### config.mk
export PLATFORM = sky130hd
export DESIGN_NAME = even_parity_frame_tx
export DESIGN_NICKNAME = d
export VERILOG_FILES = /design/src/rtl/even_parity_frame_tx_pkg.sv /design/src/rtl/even_parity_frame_tx_parity.sv /design/src/rtl/even_parity_frame_tx.sv
export SDC_FILE = /design/constraint.sdc
export NUM_CORES = 1
export LEC_CHECK = 0
export CAP_MARGIN = 40
export CELL_PAD_IN_SITES_DETAIL_PLACEMENT = 0
export CELL_PAD_IN_SITES_GLOBAL_PLACEMENT = 2
export CORE_MARGIN = 2
export CORE_UTILIZATION = 31
export CTS_BUF_LIST = sky130_fd_sc_hd__clkbuf_8
export DETAILED_ROUTE_END_ITERATION = 10
export GPL_ROUTABILITY_DRIVEN = 0
export PLACE_DENSITY_LB_ADDON = 0.25
export SYNTH_ARGS = -nofsm -noshare
export SYNTH_HDL_FRONTEND = slang
export SYNTH_SLANG_ARGS = --single-unit
### constraint.sdc
create_clock -name clk -period 1.5 [get_ports clk]
set_input_delay 0.375 -clock clk [delete_from_list [all_inputs] [get_ports clk]]
set_output_delay 0.375 -clock clk [all_outputs]
set_load 0.01 [all_outputs]
### src/rtl/even_parity_frame_tx_pkg.sv
// Shared definitions for the even-parity serial frame transmitter:
// FSM state encoding and the fixed line levels of a frame.
package even_parity_frame_tx_pkg;

  typedef enum logic [2:0] {
    IDLE   = 3'd0,
    START  = 3'd1,
    DATA   = 3'd2,
    PARITY = 3'd3,
    STOP   = 3'd4
  } tx_state_e;

  localparam logic TX_IDLE   = 1'b1;
  localparam logic START_BIT = 1'b0;
  localparam logic STOP_BIT  = 1'b1;

endpackage

### src/rtl/even_parity_frame_tx_parity.sv
// Even-parity generator: output is the XOR of all data bits, so data plus
// parity always carries an even number of ones.
module even_parity_frame_tx_parity #(
  parameter int WIDTH = 8
) (
  input  logic [WIDTH-1:0] data_in,
  output logic             parity
);

  logic [WIDTH:0] chain;

  assign chain[0] = 1'b0;

  genvar gi;
  generate
    for (gi = 0; gi < WIDTH; gi++) begin : g_xor
      assign chain[gi+1] = chain[gi] ^ data_in[gi];
    end
  endgenerate

  assign parity = chain[WIDTH];

endmodule

### src/rtl/even_parity_frame_tx.sv
// Serial frame transmitter: accepts a byte on valid/ready and sends
// start(0), data LSB-first, even parity, stop(1), each held CLKS_PER_BIT clocks.
module even_parity_frame_tx #(
  parameter int DATA_W       = 8,
  parameter int CLKS_PER_BIT = 4
) (
  input  logic              clk,
  input  logic              rst,
  input  logic [DATA_W-1:0] in_data,
  input  logic              in_valid,
  output logic              in_ready,
  output logic              tx,
  output logic              busy,
  output logic              frame_done
);

  import even_parity_frame_tx_pkg::*;

  localparam int TW = $clog2(CLKS_PER_BIT) + 1;
  localparam int BW = $clog2(DATA_W) + 1;
  localparam logic [TW-1:0] TIMER_LAST = TW'(CLKS_PER_BIT - 1);
  localparam logic [BW-1:0] BIT_LAST   = BW'(DATA_W - 1);

  tx_state_e         state_reg, state_next;
  logic [TW-1:0]     timer_reg, timer_next;
  logic [BW-1:0]     bit_cnt_reg, bit_cnt_next;
  logic [DATA_W-1:0] shift_reg, shift_next;
  logic              par_q_reg, par_q_next;
  logic              tx_reg, tx_next;
  logic              frame_done_reg, frame_done_next;
  logic              parity_bit;
  logic              bit_tick;

  even_parity_frame_tx_parity #(
    .WIDTH (DATA_W)
  ) u_parity (
    .data_in (in_data),
    .parity  (parity_bit)
  );

  assign bit_tick = (timer_reg == TIMER_LAST);

  always_comb begin
    state_next   = state_reg;
    timer_next   = timer_reg;
    bit_cnt_next = bit_cnt_reg;
    shift_next   = shift_reg;
    par_q_next   = par_q_reg;

    if (state_reg != IDLE) begin
      timer_next = bit_tick ? '0 : timer_reg + TW'(1);
    end

    case (state_reg)
      IDLE: begin
        timer_next   = '0;
        bit_cnt_next = '0;
        if (in_valid) begin
          state_next = START;
          shift_next = in_data;
          par_q_next = parity_bit;
        end
      end
      START: begin
        if (bit_tick) state_next = DATA;
      end
      DATA: begin
        if (bit_tick) begin
          shift_next = shift_reg >> 1;
          if (bit_cnt_reg == BIT_LAST) begin
            state_next   = PARITY;
            bit_cnt_next = '0;
          end else begin
            bit_cnt_next = bit_cnt_reg + BW'(1);
          end
        end
      end
      PARITY: begin
        if (bit_tick) state_next = STOP;
      end
      STOP: begin
        if (bit_tick) state_next = IDLE;
      end
      default: state_next = IDLE;
    endcase
  end

  // tx and frame_done are registered, so they are decoded from the next state
  // to line up with the cycle that state is actually occupied.
  always_comb begin
    tx_next = TX_IDLE;
    case (state_next)
      IDLE:    tx_next = TX_IDLE;
      START:   tx_next = START_BIT;
      DATA:    tx_next = shift_next[0];
      PARITY:  tx_next = par_q_next;
      STOP:    tx_next = STOP_BIT;
      default: tx_next = TX_IDLE;
    endcase
    frame_done_next = (state_next == STOP) && (timer_next == TIMER_LAST);
  end

  always_ff @(posedge clk) begin
    if (rst) begin
      state_reg      <= IDLE;
      timer_reg      <= '0;
      bit_cnt_reg    <= '0;
      shift_reg      <= '0;
      par_q_reg      <= 1'b0;
      tx_reg         <= TX_IDLE;
      frame_done_reg <= 1'b0;
    end else begin
      state_reg      <= state_next;
      timer_reg      <= timer_next;
      bit_cnt_reg    <= bit_cnt_next;
      shift_reg      <= shift_next;
      par_q_reg      <= par_q_next;
      tx_reg         <= tx_next;
      frame_done_reg <= frame_done_next;
    end
  end

  assign in_ready   = (state_reg == IDLE);
  assign busy       = (state_reg != IDLE);
  assign tx         = tx_reg;
  assign frame_done = frame_done_reg;

endmodule

==> Word-level counts from Yosys, hierarchy flattened <==
Index checks and enable logic that the tools add are counted.
{ "classes": {"div_mod_pow": 0, "n_addsub": 2, "reduce_logical": 6, "n_shift": 0, "multipliers": 0, "n_mux": 19, "order_cmp": 0, "eq_ne": 13, "bitwise_logic": 7} }
{ "op_table": {"columns": ["cell", "count"], "rows": [
  ["3-bit 2-to-1 mux", 9],
  ["3-bit by 2-bit == test with 1-bit output (second input constant)", 6],
  ["8-bit 2-to-1 mux", 2],
  ["8-bit one-hot mux with 2 select lines", 1],
  ["3-bit one-hot mux with 5 select lines", 1],
  ["4-bit 2-to-1 mux", 2],
  ["4-bit one-hot mux with 2 select lines", 1],
  ["1-bit XOR", 7],
  ["3-bit by 1-bit == test with 1-bit output (second input constant)", 2],
  ["3-bit == test (second input constant)", 2],
  ["4-bit by 1-bit adder with 4-bit output (second input constant)", 1],
  ["4-bit by 3-bit == test with 1-bit output (second input constant)", 1],
  ["2-bit inequality test (second input constant)", 2],
  ["3-bit by 1-bit adder with 3-bit output (second input constant)", 1],
  ["3-bit zero test", 1],
  ["1-bit one-hot mux with 3 select lines", 1],
  ["3-bit AND reduction", 1],
  ["3-bit nonzero test", 1],
  ["1-bit 2-to-1 mux", 2],
  ["2-bit AND reduction", 1],
  ["2-bit nonzero test", 1],
  ["1-bit logical AND", 1]
]} }
{ "totals": {"mem_bits_ro": 0, "output_inout_bits": 4, "mem_bits_rw": 0, "ff_bits": 21, "latch_bits": 0, "inputBits": 11, "elab_cells": 55, "n_memories": 0} }

==> Logic depth before layout (Yosys ltp) <==
Gate-level depths: netlist of the first run.
{ "depth": {"depth_word": 10, "mapped_depth": 6, "depth_no_buf": 5} }

==> Modules after synthesis <==
From an unflattened synthesis of the first run, not the netlist that was laid out.
{ "unflattened": {"hier_cells": 115, "hier_area_um2": 1033.5} }
{ "modules_own_cells": {"columns": ["mod", "n_inst", "cells_each", "area_each_um2", "seq_area_each_um2"], "rows": [
  ["even_parity_frame_tx", 1, 108, 972.2, 420.4],
  ["even_parity_frame_tx_parity", 1, 7, 61.3, 0.0]
]} }

==> Worst setup path after synthesis of the first run <==
OpenSTA, ideal clock, no wires.
{ "synth_path": {"kind": "flip-flop to flip-flop", "start": "register bit_cnt_reg[0]", "end": "register tx_reg, in the netlist tx", "required_ps": 1365, "setup_slack_ps": 48, "stages_incl_launch_ff": 6, "synth_period_minus_slack_ps": 1452, "path_buffers": 0, "setup_time_ps": 135, "arrival_ps": 1317, "path_cell_list": "dfxtp_1 ha_1 and3b_1 a211o_1 a221oi_2 o211ai_1"} }
{ "synth_between": {"elab_chain_cells": 6, "word_cells_on_any_way": 8, "cone_classes": "4 x eq/ne; 4 x mux"} }
{ "synth_rtl": {"columns": ["element", "line_no", "rtl"], "rows": [
  ["from (decl)", "even_parity_frame_tx.sv:26", "logic [BW-1:0] bit_cnt_reg, bit_cnt_next;"],
  ["from (signal assigned)", "even_parity_frame_tx.sv:115", "bit_cnt_reg <= bit_cnt_next;"],
  ["4-bit by 3-bit == test with 1-bit output *", "even_parity_frame_tx.sv:70", "if (bit_cnt_reg == BIT_LAST) begin"],
  ["3-bit 2-to-1 mux *", "even_parity_frame_tx.sv:70", null],
  ["3-bit 2-to-1 mux *", "even_parity_frame_tx.sv:68", "if (bit_tick) begin"],
  ["3-bit one-hot mux with 5 select lines *", "even_parity_frame_tx.sv:54", "case (state_reg)"],
  ["3-bit by 2-bit == test with 1-bit output / 3-bit by 1-bit == test with 1-bit output (equally long branches)", "even_parity_frame_tx.sv:92", "case (state_next)"],
  ["1-bit one-hot mux with 3 select lines *", "even_parity_frame_tx.sv:92", null],
  ["to (signal assigned)", "even_parity_frame_tx.sv:118", "tx_reg <= tx_next;"],
  ["to (decl)", "even_parity_frame_tx.sv:29", "logic tx_reg, tx_next;"]
]} }
Every way passes the cells marked *; elsewhere a longest branch is shown, timed or not.
A chain may end at the register's enable or synchronous reset.

==> Worst setup path in the final report of the first run <==
Same ends and word-level chain as after synthesis.

==> flow_summary.yaml, run 1 <==
timing:
  worst_slack_ns: 0.0535
  rsz0062_at_grt: "yes"
  period_share: 0.964
  relSlewSlack: 0.741
  finalSetupViolCount: 0
  worstMarginPinSlew_ns: 0.386
  tns_ns: 0
  clock_skew_ns: 0.00645
  final.min_clock_period_ns: 1.45
  timing.fmax_mhz: 691
  slew_violations: 0
  hold_viol: 0
place:
  dp_slack_ns: -0.213
  dp_hpwl_um: 1720
  post_dp_cell_area_um2: 1340
  io_buffers: 14
drt:
  antenna_left: 0
  drt-pass1-iter-count: 5
  via_count: 918
  wl_per_cell_um: 12.3
  via_per_inst: 4.76
  drc: 0
  wirelength_um: 2370
  drt_iter0_markers: 29
pwr:
  irDropWorstVdd_uv: 348
  power.total_uw: 1150
  p_per_area_nw_per_um2: 775
  p_leak_uw: 0.000572
floorplan:
  dieHeight_um: 62.0
  core_area_um2: 3280
  start_util: 0.317
  rows: 21
  pin_count: 15
  dieArea_um2: 3840
  die-width_um: 62.0
critical_path:
  crit_required_ns: 1.64
  worstSetupPathType: "reg -> reg"
  crit_path_start_kind: "flop"
  crit_path_end_kind: "flop"
  arrival_ns: 1.59
  cp_max_fo: 3
global_routing:
  grt_pass1_vias: 910
  grt_antenna_before_repair: 0
  grt_pass1_wl_um: 3970
  track_usage: 0.138
  grt_max_degree: 17
  grt_remaining_overflow: 0
synthesis:
  synthFlopType: "dfxtp_1"
  ys_ff_latch: 21
  synth_top_area_cell: "dfxtp_1"
  synthXorXnorAreaFrac: 0.0673
  syn_area_um2: 1040
  postSynthCellCount: 113
  synth.distinct_cells: 33
  yosysMostFrequentCell: "dfxtp_1"
  synthTopCellsByCount: "dfxtp_1, nor2_1, a22oi_1"
  synth-compound-area-share: 0.220
  synth_top_family_by_area: "simple AND/OR/NAND/NOR gates"
  synth_top_area_share: 0.404
  yosys.area_share.simple: 0.221
  yosys_warnings: 0
  synthTopCellsByArea: "dfxtp_1, a22oi_1, xnor2_1, nor2_1, nor4b_4"
  async_reset_ff_frac: 0
  syn_area_per_cell_um2: 9.21
  synth_edf_count: 0
  synth.area.mux_share: 0
  synth_fa_ha_area_frac: 0.0240
  synth_seq_area_share: 0.404
  syn_nets: 126
cts:
  clkTransAtPathRegs_ns: 0.08
  cts_sinks: 21
  cts_tree: "built"
  h-tree-depth: 1
  cts_buffers: 3
  clkLatencyLatePin_ns: 0.26
  cts_root_buffer: "clkbuf_8"
  clock_path_buffers: 2
flow_run:
  maxCapViolations: 0
run_status:
  status: "complete, no violations"
layout:
  fin_area_um2: 1480
  largest_reg_flops: 8
  fin_util: 0.451
  fillCellCount: 338
  antennaDiodeCount: 0
  layout-drive-gt1-share: 0.347
  area_growth_pct: 42.4
  final_nets: 161
hold_path:
  hp-class: "reg -> reg"
==> path summary, 6_finish.rpt <==
path | start | endpoint | slack [ns] | cells past startpoint
hold reg to reg | shift_reg[2] | shift_reg[2] | 0.46 | 2
hold / removal | shift_reg[2] | shift_reg[2] | 0.46 | 2
setup / recovery | bit_cnt_reg[0] | tx | 0.05 | 5
setup reg to reg | bit_cnt_reg[0] | tx | 0.05 | 5
==> worst max-delay path, cell delays in order (launching register included) <==
cell,delay [ns]
dfxtp_2,0.34
ha_4,0.15
and3b_2,0.21
a211o_1,0.28
a221oi_2,0.23
o211ai_1,0.11
==> repair_timing <==
item                                   CTS  global route
hold buffers                             0             0
resized for setup                        9            23
buffers inserted                         1             2
endpoints found under the hold margin    0             0
pin swaps                                1            10
setup endpoints to repair               14            17
==> stage by stage <==
stage / instances / hold WS [ns]
3_5_place_dp: 186 / 0.448
3_3_place_gp: 186 / 0.445
4_1_cts: 191 / 0.459
6_report: 193 / 0.459
2_1_floorplan: 113 / 0.429
5_1_grt: 193 / 0.484
==> kinds of logic (layout without fill, tap and decap cells) <==
logic type / after synthesis / in the layout
AO/OA/AOI/OAI: 32 / 32
buffers and inverters: 11 / 45
adder cells (fa/ha/maj): 2 / 2
XOR/XNOR: 8 / 8
flip-flops: 21 / 21
AND/OR/NAND/NOR: 39 / 39
==> cell type report <==
| cell class | count | area (um^2) | share of cell area |
|---|---|---|---|
| Multi-Input combinational cell | 81 | 613 | 0.414 |
| Inverter | 3 | 11.3 | 0.00759 |
| Clock inverter | 1 | 5.00 | 0.00338 |
| Sequential cell | 21 | 432 | 0.291 |
| Tap cell | 46 | 57.6 | 0.0388 |
| Timing Repair Buffer | 38 | 323 | 0.218 |
| Clock buffer | 3 | 41.3 | 0.0278 |
==> layer usage <==
layer / vias to the layer above / wire length (um) / global-route usage / share of wire
met5: - / 0 / 0 / 0
met4: 0 / 44 / 0.0699 / 0.019
met3: 4 / 56 / 0.0248 / 0.024
met2: 10 / 1080 / 0.207 / 0.45
met1: 428 / 1190 / 0.190 / 0.50
li1: 476 / - / - / -
==> layout by cell type, fill, tap and decap left out, drive strengths merged <==
cell type      instances
a311oi                 2
a31oi                  1
o21ai                  1
a221oi                 1
o211ai                 1
a21oi                 10
dfxtp                 21
a211o                  1
and3                   1
nor2b                  2
nor4                   1
and3b                  2
a211oi                 3
and2                   1
nor2                  13
nand2b                 2
nand3                  1
clkinv                 1
dlymetal6s2s           2
nor4b                  3
a22oi                 11
buf                   25
nand2                  9
inv                    3
ha                     2
clkbuf                 4
nor3                   4
clkdlybuf4s50         10
a32o                   1
xnor2                  8
==> power by group <==
| part | internal, uW | switching, uW | leakage [uW] |
|---|---|---|---|
| clock network | 185 | 186 | 0.0000255 |
| logic | 105 | 81.8 | 0.000372 |
| registers | 578 | 13.8 | 0.000175 |
No activity file was read; power rests on OpenSTA's default activity.
==> inputs of run 2 (changes only) <==
--- a/config.mk
+++ b/config.mk
@@ -5,7 +5,6 @@
 export SDC_FILE = /design/constraint.sdc
 export NUM_CORES = 1
 export LEC_CHECK = 0
-export CAP_MARGIN = 40
 export CELL_PAD_IN_SITES_DETAIL_PLACEMENT = 0
 export CELL_PAD_IN_SITES_GLOBAL_PLACEMENT = 2
 export CORE_MARGIN = 2
@@ -14,6 +13,7 @@
 export DETAILED_ROUTE_END_ITERATION = 10
 export GPL_ROUTABILITY_DRIVEN = 0
 export PLACE_DENSITY_LB_ADDON = 0.25
+export SLEW_MARGIN = 15
 export SYNTH_ARGS = -nofsm -noshare
 export SYNTH_HDL_FRONTEND = slang
 export SYNTH_SLANG_ARGS = --single-unit
==> results of run 2 <==
The final DEF is identical to that of run 1; final timing and power are the same.
